### src/rtl/request_responder_if.sv
// Request-unit / RAM signal bundle for request_responder.
// The slave modport is the responder's view; master is the requester/RAM side.
interface request_responder_if #(
  parameter int AW = 32
);
  logic          iren;
  logic [AW-1:0] iaddr;
  logic          dren;
  logic          dwen;
  logic [AW-1:0] daddr;
  logic [AW-1:0] dstore;
  logic          ihit;
  logic [AW-1:0] iload;
  logic          dhit;
  logic [AW-1:0] dload;
  logic          ramREN;
  logic          ramWEN;
  logic [AW-1:0] ramaddr;
  logic [AW-1:0] ramstore;
  logic [AW-1:0] ramload;
  logic          ramready;
  logic          err;

  modport slave (
    input  iren, iaddr, dren, dwen, daddr, dstore, ramload, ramready,
    output ihit, iload, dhit, dload, ramREN, ramWEN, ramaddr, ramstore, err
  );

  modport master (
    output iren, iaddr, dren, dwen, daddr, dstore, ramload, ramready,
    input  ihit, iload, dhit, dload, ramREN, ramWEN, ramaddr, ramstore, err
  );
endinterface

### src/rtl/request_responder.sv
// Memory-side responder: arbitrates fetch vs data requests and runs one
// single-port RAM access at a time, returning one-cycle hit pulses.
module request_responder #(
  parameter int TIMEOUT = 255,
  parameter int AW      = 32
) (
  input  logic               CLK,
  input  logic               nRST,
  request_responder_if.slave bus
);
  localparam int CW = $clog2(TIMEOUT + 1);

  typedef logic [AW-1:0] word_t;
  typedef enum logic [1:0] {IDLE, ACCESS, HIT} state_t;
  typedef enum logic [1:0] {REQ_I, REQ_DR, REQ_DW} req_t;

  state_t        state_q, state_d;
  req_t          req_q, req_d;
  word_t         addr_q, addr_d;
  word_t         store_q, store_d;
  word_t         iload_q, iload_d;
  word_t         dload_q, dload_d;
  logic [CW-1:0] cnt_q, cnt_d;
  logic          ren_q, ren_d;
  logic          wen_q, wen_d;
  logic          ihit_q, ihit_d;
  logic          dhit_q, dhit_d;
  logic          err_q, err_d;
  logic          last_data_q, last_data_d;

  logic ipend, dpend, grant_data;

  assign ipend = bus.iren;
  assign dpend = bus.dren | bus.dwen;
  // On a tie the side that did not win last time is served.
  assign grant_data = dpend & ~(ipend & last_data_q);

  always_comb begin
    state_d     = state_q;
    req_d       = req_q;
    addr_d      = addr_q;
    store_d     = store_q;
    iload_d     = iload_q;
    dload_d     = dload_q;
    cnt_d       = cnt_q;
    ren_d       = ren_q;
    wen_d       = wen_q;
    err_d       = err_q;
    last_data_d = last_data_q;
    ihit_d      = 1'b0;
    dhit_d      = 1'b0;
    case (state_q)
      IDLE: begin
        if (ipend | dpend) begin
          last_data_d = grant_data;
          if (grant_data) begin
            req_d  = bus.dwen ? REQ_DW : REQ_DR;
            addr_d = bus.daddr;
            if (bus.dwen) store_d = bus.dstore;
          end else begin
            req_d  = REQ_I;
            addr_d = bus.iaddr;
          end
          ren_d   = ~(grant_data & bus.dwen);
          wen_d   = grant_data & bus.dwen;
          cnt_d   = '0;
          state_d = ACCESS;
        end
      end
      ACCESS: begin
        if (bus.ramready) begin
          if (req_q == REQ_I)  iload_d = bus.ramload;
          if (req_q == REQ_DR) dload_d = bus.ramload;
          ihit_d  = (req_q == REQ_I);
          dhit_d  = (req_q != REQ_I);
          ren_d   = 1'b0;
          wen_d   = 1'b0;
          state_d = HIT;
        end else if (cnt_q == CW'(TIMEOUT - 1)) begin
          // Abandon without a hit; the still-held request is re-arbitrated.
          err_d   = 1'b1;
          ren_d   = 1'b0;
          wen_d   = 1'b0;
          state_d = IDLE;
        end else begin
          cnt_d = cnt_q + 1'b1;
        end
      end
      default: state_d = IDLE;
    endcase
  end

  always_ff @(posedge CLK or negedge nRST) begin
    if (!nRST) begin
      state_q     <= IDLE;
      req_q       <= REQ_I;
      addr_q      <= '0;
      store_q     <= '0;
      iload_q     <= '0;
      dload_q     <= '0;
      cnt_q       <= '0;
      ren_q       <= 1'b0;
      wen_q       <= 1'b0;
      ihit_q      <= 1'b0;
      dhit_q      <= 1'b0;
      err_q       <= 1'b0;
      last_data_q <= 1'b0;
    end else begin
      state_q     <= state_d;
      req_q       <= req_d;
      addr_q      <= addr_d;
      store_q     <= store_d;
      iload_q     <= iload_d;
      dload_q     <= dload_d;
      cnt_q       <= cnt_d;
      ren_q       <= ren_d;
      wen_q       <= wen_d;
      ihit_q      <= ihit_d;
      dhit_q      <= dhit_d;
      err_q       <= err_d;
      last_data_q <= last_data_d;
    end
  end

  assign bus.ramREN   = ren_q;
  assign bus.ramWEN   = wen_q;
  assign bus.ramaddr  = addr_q;
  assign bus.ramstore = store_q;
  assign bus.ihit     = ihit_q;
  assign bus.dhit     = dhit_q;
  assign bus.iload    = iload_q;
  assign bus.dload    = dload_q;
  assign bus.err      = err_q;
endmodule

### src/flat_wrapper.sv
// flat-port wrapper written by rule: the top's interface ports become plain ports
module request_responder_flat 
#(
  parameter int TIMEOUT = 255,
  parameter int AW      = 32
)
  (CLK, nRST, bus_iren, bus_iaddr, bus_dren, bus_dwen, bus_daddr, bus_dstore, bus_ramload, bus_ramready, bus_ihit, bus_iload, bus_dhit, bus_dload, bus_ramREN, bus_ramWEN, bus_ramaddr, bus_ramstore, bus_err);
  request_responder_if #(.AW(AW)) bus_i ();
  input  logic CLK;
  input  logic nRST;
  input wire logic [$bits(bus_i.iren)-1:0] bus_iren;
  input wire logic [$bits(bus_i.iaddr)-1:0] bus_iaddr;
  input wire logic [$bits(bus_i.dren)-1:0] bus_dren;
  input wire logic [$bits(bus_i.dwen)-1:0] bus_dwen;
  input wire logic [$bits(bus_i.daddr)-1:0] bus_daddr;
  input wire logic [$bits(bus_i.dstore)-1:0] bus_dstore;
  input wire logic [$bits(bus_i.ramload)-1:0] bus_ramload;
  input wire logic [$bits(bus_i.ramready)-1:0] bus_ramready;
  output wire logic [$bits(bus_i.ihit)-1:0] bus_ihit;
  output wire logic [$bits(bus_i.iload)-1:0] bus_iload;
  output wire logic [$bits(bus_i.dhit)-1:0] bus_dhit;
  output wire logic [$bits(bus_i.dload)-1:0] bus_dload;
  output wire logic [$bits(bus_i.ramREN)-1:0] bus_ramREN;
  output wire logic [$bits(bus_i.ramWEN)-1:0] bus_ramWEN;
  output wire logic [$bits(bus_i.ramaddr)-1:0] bus_ramaddr;
  output wire logic [$bits(bus_i.ramstore)-1:0] bus_ramstore;
  output wire logic [$bits(bus_i.err)-1:0] bus_err;
  assign bus_i.iren = bus_iren;
  assign bus_i.iaddr = bus_iaddr;
  assign bus_i.dren = bus_dren;
  assign bus_i.dwen = bus_dwen;
  assign bus_i.daddr = bus_daddr;
  assign bus_i.dstore = bus_dstore;
  assign bus_i.ramload = bus_ramload;
  assign bus_i.ramready = bus_ramready;
  assign bus_ihit = bus_i.ihit;
  assign bus_iload = bus_i.iload;
  assign bus_dhit = bus_i.dhit;
  assign bus_dload = bus_i.dload;
  assign bus_ramREN = bus_i.ramREN;
  assign bus_ramWEN = bus_i.ramWEN;
  assign bus_ramaddr = bus_i.ramaddr;
  assign bus_ramstore = bus_i.ramstore;
  assign bus_err = bus_i.err;
  request_responder #(.TIMEOUT(TIMEOUT), .AW(AW)) u_core (.CLK(CLK), .nRST(nRST), .bus(bus_i));
endmodule
### config.mk
export PLATFORM = sky130hd
export DESIGN_NAME = request_responder_flat
export DESIGN_NICKNAME = d
export VERILOG_FILES = /design/src/rtl/request_responder_if.sv /design/src/rtl/request_responder.sv /design/src/flat_wrapper.sv
export SDC_FILE = /design/constraint.sdc
export NUM_CORES = 1
export LEC_CHECK = 0
export BUFFER_PORTS_ARGS = -buffer_cell sky130_fd_sc_hd__buf_2
export CORE_MARGIN = 2
export CORE_UTILIZATION = 47
export CTS_CLUSTER_SIZE = 40
export DETAILED_ROUTE_END_ITERATION = 7
export PLACE_DENSITY = 0.8
export SLEW_MARGIN = 10
export SYNTH_ARGS = -nofsm -noshare
export SYNTH_HDL_FRONTEND = slang
export SYNTH_SLANG_ARGS = --single-unit
### constraint.sdc
create_clock -name CLK -period 1.94 [get_ports CLK]
set_input_delay 0.194 -clock CLK [delete_from_list [all_inputs] [get_ports CLK]]
set_output_delay 0.194 -clock CLK [all_outputs]
set_load 0.05 [all_outputs]
### Word level (Yosys, flattened, before mapping)

Index checks and enable logic that the tools add are counted.

* bits of input ports: 134
* word-level logic and storage cells: 62
* bits in registers: 146

* bitwise logic cells: 8
* add/sub/neg operators: 1
* mux-type cells: 21
* equal/unequal tests: 7
* reduce and logical (&&, ||, !) cells: 12

Operators by type and width (number)
* 32-bit 2-to-1 mux: 1
* 8-bit 2-to-1 mux: 3
* 8-bit case mux with 2 select lines: 1
* 3-bit AND reduction: 4
* 2-bit 2-to-1 mux: 5
* 8-bit by 1-bit adder with 8-bit output (second input constant): 1
* 8-bit equality test (second input constant): 1
* 1-bit 2-to-1 mux: 8
* 4-bit AND reduction: 2
* 2-bit by 1-bit equality test with 1-bit output (second input constant): 2
* 2-bit zero test: 2
* 2-bit != test (second input constant): 2
* 1-bit case mux with 2 select lines: 2
* 2-bit case mux with 2 select lines: 1
* 2-bit AND reduction: 2
* 2-bit nonzero test: 2
* 1-bit bitwise AND: 3
* 3-bit by 2-bit != test with 1-bit output (second input constant): 1
* 1-bit inverter: 3
* 2-bit by 1-bit != test with 1-bit output (second input constant): 1
* 1-bit OR: 2

### Longest topological paths before layout

Gate-level depths: netlist (run 1).

* depth after elaboration: 7
* gate-level depth with buffers: 6

### Least setup slack after synthesis (run 1)

No wires, ideal clock.

* path kind: reg2reg
* start point: register u_core.state_q[1]
* end point: register u_core.dload_q[10] (netlist: u_core.bus.dload[10])
* cell stages (with the launch flop): 7
* data arrival time: 1.520 ns
* required time: 1.815 ns
* path slack: 0.296 ns
* library setup time: 0.125 ns
* path buffers: 2
* cells stage by stage: dfrtp_1 -> nor2b_2 -> buf_6 -> nand2_4 -> nor3b_4 -> buf_6 -> mux2_2

* cells in the longest elaborated chain, start to end: 2

Ends and longest elaborated chain
* from (decl): RTL line request_responder.sv:17 `state_t state_q, state_d;`
* from (signal assigned): RTL line request_responder.sv:109 `state_q <= state_d;`
* 2-bit by 1-bit equality test with 1-bit output: RTL line request_responder.sv:52 `case (state_q)`
* 3-bit AND reduction (no source line)
* to (signal assigned): RTL line request_responder.sv:114 `dload_q <= dload_d;`
* to (decl): RTL line request_responder.sv:22 `word_t dload_q, dload_d;`

Every way passes these cells.
A chain may end at the register's enable or synchronous reset.

### Worst setup path in the final report (run 1)

* start point: register u_core.state_q[0]
* end point: register u_core.dload_q[13] (netlist: u_core.bus.dload[13])

The elaborated chain is that of the path after synthesis.

==> flow_summary.json, run 1 <==
{
  "status": "finished clean",
  "critPathMaxFanout": 32,
  "hold_class": "in -> reg",
  "fin_tns_setup_ns": 0,
  "clock_skew_ns": 0.006719,
  "globalplace.congestion": 0.8321,
  "drc": 0,
  "grt_first_pass_wirelength_um": 22090,
  "synth_area_um2": 5867,
  "drive_above_1_share_pct": 56.79,
  "rsz0062_at_grt": "false",
  "path_delay_family": "simple AND/OR/NAND/NOR gates",
  "cts_buffers": 17,
  "required_ns": 2.23,
  "antenna_found_initial": 0,
  "synth_flop_cell": "dfrtp_1",
  "die_h_um": 115.7,
  "worstMarginPinSlew_ns": 0.5802,
  "grt_usage_pct": 21.56,
  "max-clock-path-buffers": 2,
  "wire_per_inst_um": 16.01,
  "rrSetupSlack_ns": 0.20,
  "crit_path_max_incr_delay_ns": 0.44,
  "final_net_count": 845,
  "yosysUniqueCellTypes": 34,
  "timing.final.crit_period_ns": 1.737,
  "io_pins": 267,
  "layout.cells.most_common": "buf_2",
  "max_freq_mhz": 575.6,
  "worstPathArrival_ns": 2.03,
  "htree_num_levels": 4,
  "syn_avg_cell_area_um2": 13.74,
  "drt_iter0_markers": 188,
  "dieArea_um2": 13390,
  "crit_type": "reg -> reg",
  "grt_start_max_net_pins": 63,
  "syn-num-nets": 563,
  "die_w_um": 115.7,
  "grt.overflow.total": 0,
  "diodes": 0,
  "path_clk_slew_ns": 0.06,
  "rows": 40,
  "seq_area_frac_synth_pct": 62.27,
  "syn_to_final_growth_pct": 38.54,
  "yosysWarnings": 0,
  "critPathBufInv": 1,
  "port_buffers": 266,
  "hold_viol_final": 0,
  "critPathLaunchType": "flip-flop",
  "cts.sinks": 146,
  "grt_pass1_vias": 4542,
  "viasPerCell": 4.930,
  "cts_tree": "yes",
  "clock_latency_ns": 0.41,
  "via_count": 4388,
  "synth_seq_cells": 146,
  "num-fill-cells": 925,
  "place.detailed.hpwl_um": 10340,
  "cp-end-kind": "flip-flop",
  "synth-edff-count": 0,
  "crit_slowest_cell": "dfrtp_1",
  "dr.pass1.iters": 4,
  "fin_crit_sh_pct": 89.55,
  "postSynthCellCount": 427,
  "setup_viol": 0,
  "synthArstFlopShare_pct": 100.0,
  "max_slew_margin_pct": 61.24,
  "ctsRootBufferMaster": "clkbuf_16",
  "path_cells": "nor2b_2 > nand2_4 > nor3b_4 > buf_12 > mux2_2",
  "maxCapViolCount": 0,
  "ant_nets": 0,
  "multiInputGateArea_um2": 2085,
  "maxSlewViolCount": 0,
  "seq_area_um2": 3654,
  "fp.coreArea_um2": 12110,
  "wl_um": 14250,
  "final_cell_mix": "265 x buf_2, 146 x dfrtp_1, 96 x mux2_2",
  "start_util_pct": 48.44
}
[sequential cells by signal, indices dropped and copies added, names as in the netlist]
name and cells:
u_core.bus.ramstore 32, u_core.last_data_q 1, u_core.bus.dload 32, u_core.cnt_q 8, u_core.bus.ihit 1, u_core.bus.err 1, u_core.bus.ramaddr 32, u_core.state_q 2
u_core.bus.dhit 1, u_core.bus.ramREN 1, u_core.bus.ramWEN 1, u_core.bus.iload 32, u_core.req_q 2
[synthesized netlist by cell type (2+ instances only)]
cell	count	share of area, %
a31oi_1	5	0.53
o21a_1	2	0.26
clkbuf_1	8	0.51
mux2_2	96	18
buf_6	4	0.77
nand2_1	43	2.8
o21ai_0	38	3.2
nor2_1	3	0.19
inv_1	3	0.19
a21o_1	4	0.51
mux2i_1	32	5.5
nand3_1	6	0.51
nor3_1	2	0.17
a21oi_1	4	0.34
nand2b_1	2	0.21
ha_1	2	0.43
nand4_1	2	0.21
buf_2	10	0.85
dfrtp_1	146	62
[area by class of cell]
cell class,instances,share of cell area (%)
tap,168,2.586
inverter,3,0.1385
multi-input combinational,255,25.65
clock buffer,20,5.619
clock inverter,12,1.339
sequential,146,44.95
timing repair buffer,286,19.72
[worst paths after layout]
check,end,cells past startpoint,startpoint
worst min-delay path,u_core.bus.ramstore[25]$_DFFE_PN0P_,2,bus_dstore[25]
min in group asynchronous,u_core.cnt_q[0]$_DFFE_PN0P_,2,nRST
max in group asynchronous,u_core.bus.dload[11]$_DFFE_PN0P_,3,nRST
worst max-delay path,u_core.bus.dload[13]$_DFFE_PN0P_,5,u_core.state_q[0]$_DFFE_PN0P_
worst min register to register,u_core.bus.err$_DFFE_PN0P_,1,u_core.bus.err$_DFFE_PN0P_
worst max register to register,u_core.bus.dload[13]$_DFFE_PN0P_,5,u_core.state_q[0]$_DFFE_PN0P_
[through the flow]
| stage | hold WS (ns) | instance area [um^2] | std cells | setup WS [ns] | util [%] |
|---|---|---|---|---|---|
| 6_report | 0.01850 | 8128 | 890 | 0.2028 | 67.11 |
| 5_1_grt | 0.006018 | 8128 | 890 | 0.03390 | 67.11 |
| 4_1_cts | 0.0006845 | 8124 | 890 | 0.1092 | 67.08 |
| 3_5_place_dp | 0.1543 | 7448 | 847 | 0.1693 | 61.50 |
| 3_3_place_gp | 0.1496 | 7448 | 847 | 0.2733 | 61.50 |
| 2_1_floorplan | -0.1016 | 5867 | 427 | 0.2956 | - |
[layer usage]
layer	vias to the layer above	GRT usage [%]	routed length, um
met5	-	0	0
met1	2111	24.35	5615
li1	2071	-	-
met4	0	7.460	258
met3	26	6.067	1015
met2	180	39.18	7359
[cell families after synthesis]
| group | after synthesis | synth area share [%] |
|---|---|---|
| AND/OR/NAND/NOR | 67 | 5.438 |
| multiplexers | 128 | 23.89 |
| AO/OA/AOI/OAI | 58 | 5.566 |
| adder cells (fa/ha/maj) | 2 | 0.4265 |
| flip-flops | 146 | 62.27 |
| buffers and inverters | 26 | 2.410 |
[repair_timing]
action / 4_1_cts / 5_1_grt
hold buffers: 11 / 0
buffers inserted: 0 / 0
resized for setup: 0 / 1
endpoints found under the setup margin: 0 / 8
hold endpoints to repair: 52 / 0
Power of run 1 is left out: the tool's default activity adds up to more than one toggle a clock period on the data nets, which glitch-free logic cannot reach.
==> inputs of run 2 (changes only) <==
- PLACE_DENSITY: 0.8 -> 0.83
==> flow_summary.json, run 2 (synthesis results as in run 1) <==
{
  "stdcell_area_um2": 8159,
  "ctsRootBufferMaster": "clkbuf_16",
  "port_buffers": 266,
  "diodes": 0,
  "routed.top_layer": "met4",
  "post_cts_buffers": 0,
  "drc": 0,
  "ant_nets": 0,
  "syn_to_final_growth_pct": 39.07,
  "grt.overflow.total": 0,
  "start_util_pct": 48.44,
  "cp-end-kind": "flip-flop",
  "wl_met1_um": 5501,
  "wl_um": 14480,
  "crit_path_max_incr_delay_ns": 0.54,
  "hold_end": "u_core.bus.ramstore[30]$_DFFE_PN0P_",
  "setup_viol": 0,
  "rsz0062_at_grt": "false",
  "num-fill-cells": 901,
  "multiInputGateArea_um2": 2085,
  "min_path_cells": 2,
  "r2r_end": "u_core.cnt_q[7]$_DFFE_PN0P_",
  "rrSetupSlack_ns": 0.21,
  "hold_class": "in -> reg",
  "maxSlewViolCount": 0,
  "drive_above_1_share_pct": 56.45,
  "rr_worst_depth": 4,
  "status": "finished clean",
  "timing.final.crit_period_ns": 1.728,
  "clock_skew_ns": 0.007459,
  "clock_latency_ns": 0.41,
  "path_clk_slew_ns": 0.06,
  "dr.pass1.iters": 4,
  "crit_slowest_cell": "nor3b_1",
  "maxCapViolCount": 0,
  "max-clock-path-buffers": 2,
  "fin_crit_sh_pct": 89.05,
  "drt_iter0_markers": 207,
  "min-delay-start": "bus_dstore[30]",
  "max_freq_mhz": 578.8,
  "wl_met2_um": 7633,
  "place.detailed.hpwl_um": 10710,
  "finalWorstSetupSlack_ns": 0.2124,
  "wire_per_inst_um": 16.28,
  "cts_tree": "yes",
  "hold_viol_final": 0,
  "io_pins": 267,
  "rows": 40,
  "required_ns": 2.25,
  "critPathMaxFanout": 5,
  "final_cell_mix": "265 x buf_2, 146 x dfrtp_1, 96 x mux2_2",
  "final_net_count": 845,
  "route.met3.wl_um": 1048,
  "layout.cells.most_common": "buf_2",
  "viasPerCell": 5.039,
  "worstPathArrival_ns": 2.03,
  "critPathLaunchType": "flip-flop",
  "antenna_found_initial": 0,
  "crit_start": "u_core.state_q[1]$_DFFE_PN0P_",
  "grt_start_max_net_pins": 69,
  "cts.sinks": 146,
  "grt_first_pass_wirelength_um": 21960,
  "cts_buffers": 17,
  "htree_num_levels": 4,
  "die_h_um": 115.7,
  "pre_cts_slack_ns": 0.1963,
  "seq_area_um2": 3654,
  "via_count": 4480,
  "path_cells": "nor3b_1 > o21a_1 > o21ai_0 > a21o_1",
  "globalplace.congestion": 0.7875,
  "die_w_um": 115.7,
  "grt_pass1_vias": 4431,
  "worstMarginPinSlew_ns": 0.6045,
  "fin_tns_setup_ns": 0,
  "r2r-start": "u_core.state_q[1]$_DFFE_PN0P_",
  "max_slew_margin_pct": 59.62,
  "dieArea_um2": 13390,
  "grt_usage_pct": 21.46,
  "crit_type": "reg -> reg",
  "placed_area_um2": 7441,
  "fp.coreArea_um2": 12110
}
-- run 2: cell types whose count changed in the layout (fill, tap and decap cells not counted) --
cell           delta
clkinvlp_4        -3
bufinv_16         +2
buf_4             -1
clkbuf_1          +1
clkinv_2          +1
clkinv_4          -1
dlygate4sd3_1     +1
inv_6             -1
-- run 2: critical path: cells and delay by family (launching register included) --
family           cells  cell delay, ns
AO/OA/AOI/OAI        3            0.63
AND/OR/NAND/NOR      1            0.54
flip-flops           1            0.45
-- run 2: stage by stage --
step | instances | hold slack, ns | utilization (%)
2_1_floorplan | 427 | -0.1016 | -
3_3_place_gp | 846 | 0.1644 | 61.44
3_5_place_dp | 846 | 0.1681 | 61.44
4_1_cts | 886 | 0.0003546 | 67.09
5_1_grt | 889 | 0.001750 | 67.37
6_report | 889 | 0.01527 | 67.37
-- run 2: what timing repair did --
item / in CTS / in global routing
hold buffers: 9 / 3
gates resized for setup: 0 / 1
hold endpoints to repair: 54 / 3
endpoints found under the setup margin: 0 / 1
-- run 2: routing by layer --
metal | global-route usage [%] | up-vias
li1 | - | 2073
met1 | 24.14 | 2181
met2 | 38.21 | 197
met3 | 6.799 | 29
met4 | 8.095 | 0
met5 | 0 | -
-- run 2: how the worst max path moves through the flow --
| stage | end | slack, ns | cells after the start |
|---|---|---|---|
| after floorplan | u_core.bus.dload[10]$_DFFE_PN0P_ | 0.30 | 6 |
| after global placement | u_core.bus.ramREN$_DFFE_PN0P_ | 0.28 | 6 |
| after detailed placement | u_core.bus.ramREN$_DFFE_PN0P_ | 0.20 | 6 |
| after CTS | u_core.bus.ramREN$_DFFE_PN0P_ | 0.19 | 6 |
| after global routing | u_core.cnt_q[2]$_DFFE_PN0P_ | 0.07 | 4 |
| final | u_core.cnt_q[7]$_DFFE_PN0P_ | 0.21 | 4 |
-- run 2: final cells by class --
cell class                 instances  share of cell area, %
clock buffer                      21                  5.643
clock inverter                    10                  1.641
inverter                           3                 0.1380
multi-input combinational        255                  25.55
sequential                       146                  44.78
tap                              168                  2.576
timing repair buffer             286                  19.67
Power of run 2 is left out for the same reason.
==> inputs of run 3 (changes only) <==
- clock period: 1.94 -> 1.75 ns (I/O delays scaled with it)
==> flow_summary.json, run 3 (synthesis results as in run 1) <==
{
  "required_ns": 2.04,
  "critPathMaxFanout": 32,
  "combPwrFrac_pct": 51.6,
  "p_int_uw": 10440,
  "cts_tree": "yes",
  "die_h_um": 115.7,
  "clock_skew_ns": 0.005390,
  "vdd_ir_drop_max_mv": 1.075,
  "final_cell_mix": "265 x buf_2, 145 x dfrtp_1, 96 x mux2_2",
  "clock_latency_ns": 0.41,
  "worstMarginPinSlew_ns": 0.4689,
  "layout.cells.most_common": "buf_2",
  "grt_pass1_vias": 4932,
  "crit_type": "reg -> reg",
  "setup_viol": 0,
  "die_w_um": 115.7,
  "fin_tns_setup_ns": 0,
  "globalplace.congestion": 0.8151,
  "hold_class": "in -> reg",
  "drive_above_1_share_pct": 54.51,
  "io_pins": 267,
  "critPathBufInv": 1,
  "ant_nets": 0,
  "finalWorstSetupSlack_ns": 0.09597,
  "dieArea_um2": 13390,
  "cp-end-kind": "flip-flop",
  "grt_first_pass_wirelength_um": 24560,
  "maxCapViolCount": 0,
  "pre_cts_slack_ns": 0.01570,
  "power_density_nw_per_um2": 2357,
  "max_freq_mhz": 604.6,
  "path_clk_slew_ns": 0.06,
  "maxSlewViolCount": 0,
  "final_net_count": 888,
  "grt_usage_pct": 24.21,
  "post_cts_buffers": 0,
  "place.detailed.hpwl_um": 10770,
  "viasPerCell": 5.003,
  "drc": 0,
  "htree_num_levels": 4,
  "path_cells": "nor2b_4 > nand2_4 > nor3b_4 > buf_12 > mux2_2",
  "via_count": 4673,
  "crit_path_max_incr_delay_ns": 0.45,
  "max-clock-path-buffers": 2,
  "wl_um": 15920,
  "port_buffers": 266,
  "antenna_found_initial": 0,
  "fin_cells": 934,
  "critPathLaunchType": "flip-flop",
  "switching_share_pct": 48.59,
  "cts.sinks": 146,
  "fp.coreArea_um2": 12110,
  "grt_start_max_net_pins": 49,
  "power_frac_clock_pct": 19.2,
  "crit_slowest_cell": "dfrtp_2",
  "rows": 40,
  "p_switching_uw": 9867,
  "worstPathArrival_ns": 1.95,
  "seq_power_share_pct": 29.2,
  "drt_iter0_markers": 225,
  "power.leakage_uw": 0.004392,
  "dp_cells": 856,
  "wire_per_inst_um": 17.05,
  "status": "finished clean",
  "max_slew_margin_pct": 68.50,
  "cts_buffers": 17,
  "dr.pass1.iters": 4,
  "path_delay_family": "flip-flops",
  "hold_viol_final": 0,
  "fin_crit_sh_pct": 94.52,
  "syn_to_final_growth_pct": 46.83,
  "hold_ws_ns": 0.01891,
  "start_util_pct": 48.44,
  "rsz0062_at_grt": "false",
  "grt.overflow.total": 0,
  "ctsRootBufferMaster": "clkbuf_16",
  "p_total_uw": 20310,
  "timing.final.crit_period_ns": 1.654
}
## run 3: power groups by stage
stage               clock (uW)  sequential (uW)  combinational, uW
floorplan                    0            11200               2450
finish                    3890             5930              10500
CTS                       3950             5910              10500
detailed placement           0             5940              10400
global route              4110             6110              11000
global placement             0             5820              10200
## run 3: stage by stage
step	instance area (um^2)	util [%]
2_1_floorplan	5867	-
3_3_place_gp	7516	62.06
3_5_place_dp	7516	62.06
4_1_cts	8576	70.81
5_1_grt	8612	71.11
6_report	8615	71.13
## run 3: worst paths after layout
| check | start | to | slack (ns) | cells after the start |
|---|---|---|---|---|
| worst max register to register | u_core.state_q[1]$_DFFE_PN0P_ | u_core.bus.dload[12]$_DFFE_PN0P_ | 0.1 | 5 |
| worst min-delay path | bus_ramload[15] | u_core.bus.iload[15]$_DFFE_PN0P_ | 0.02 | 2 |
| max in group asynchronous | nRST | u_core.bus.ramstore[1]$_DFFE_PN0P_ | 0.92 | 3 |
| worst min register to register | u_core.bus.ramaddr[22]$_DFFE_PN0P_ | u_core.bus.ramaddr[22]$_DFFE_PN0P_ | 0.47 | 2 |
| worst max-delay path | u_core.state_q[1]$_DFFE_PN0P_ | u_core.bus.dload[12]$_DFFE_PN0P_ | 0.1 | 5 |
| min in group asynchronous | nRST | u_core.bus.ramaddr[8]$_DFFE_PN0P_ | 0.27 | 2 |
## run 3: area by class of cell
cell class	count	area [um^2]
clock inverter	10	181.4
clock buffer	22	454.2
inverter	3	11.26
fill	843	3497
multi-input combinational	255	2090
timing repair buffer	329	2011
tap	168	210.2
antenna	1	2.502
sequential	146	3655
## run 3: metal layers
metal / routed length [um] / vias to the layer above / track usage (%) / share of wire (%)
met1: 5835 / 2255 / 25.53 / 37
li1: - / 2174 / - / -
met3: 1052 / 45 / 7.374 / 6.6
met5: 0 / - / 0 / 0
met4: 497 / 0 / 10.79 / 3.1
met2: 8535 / 199 / 44.41 / 54
## run 3: timing repair
| item | CTS | global route |
|---|---|---|
| hold buffers | 42 | 3 |
| resized for setup | 1 | 2 |
| hold endpoints to repair | 88 | 3 |
| setup endpoints to repair | 1 | 31 |
No activity file was read; power rests on OpenSTA's default activity.
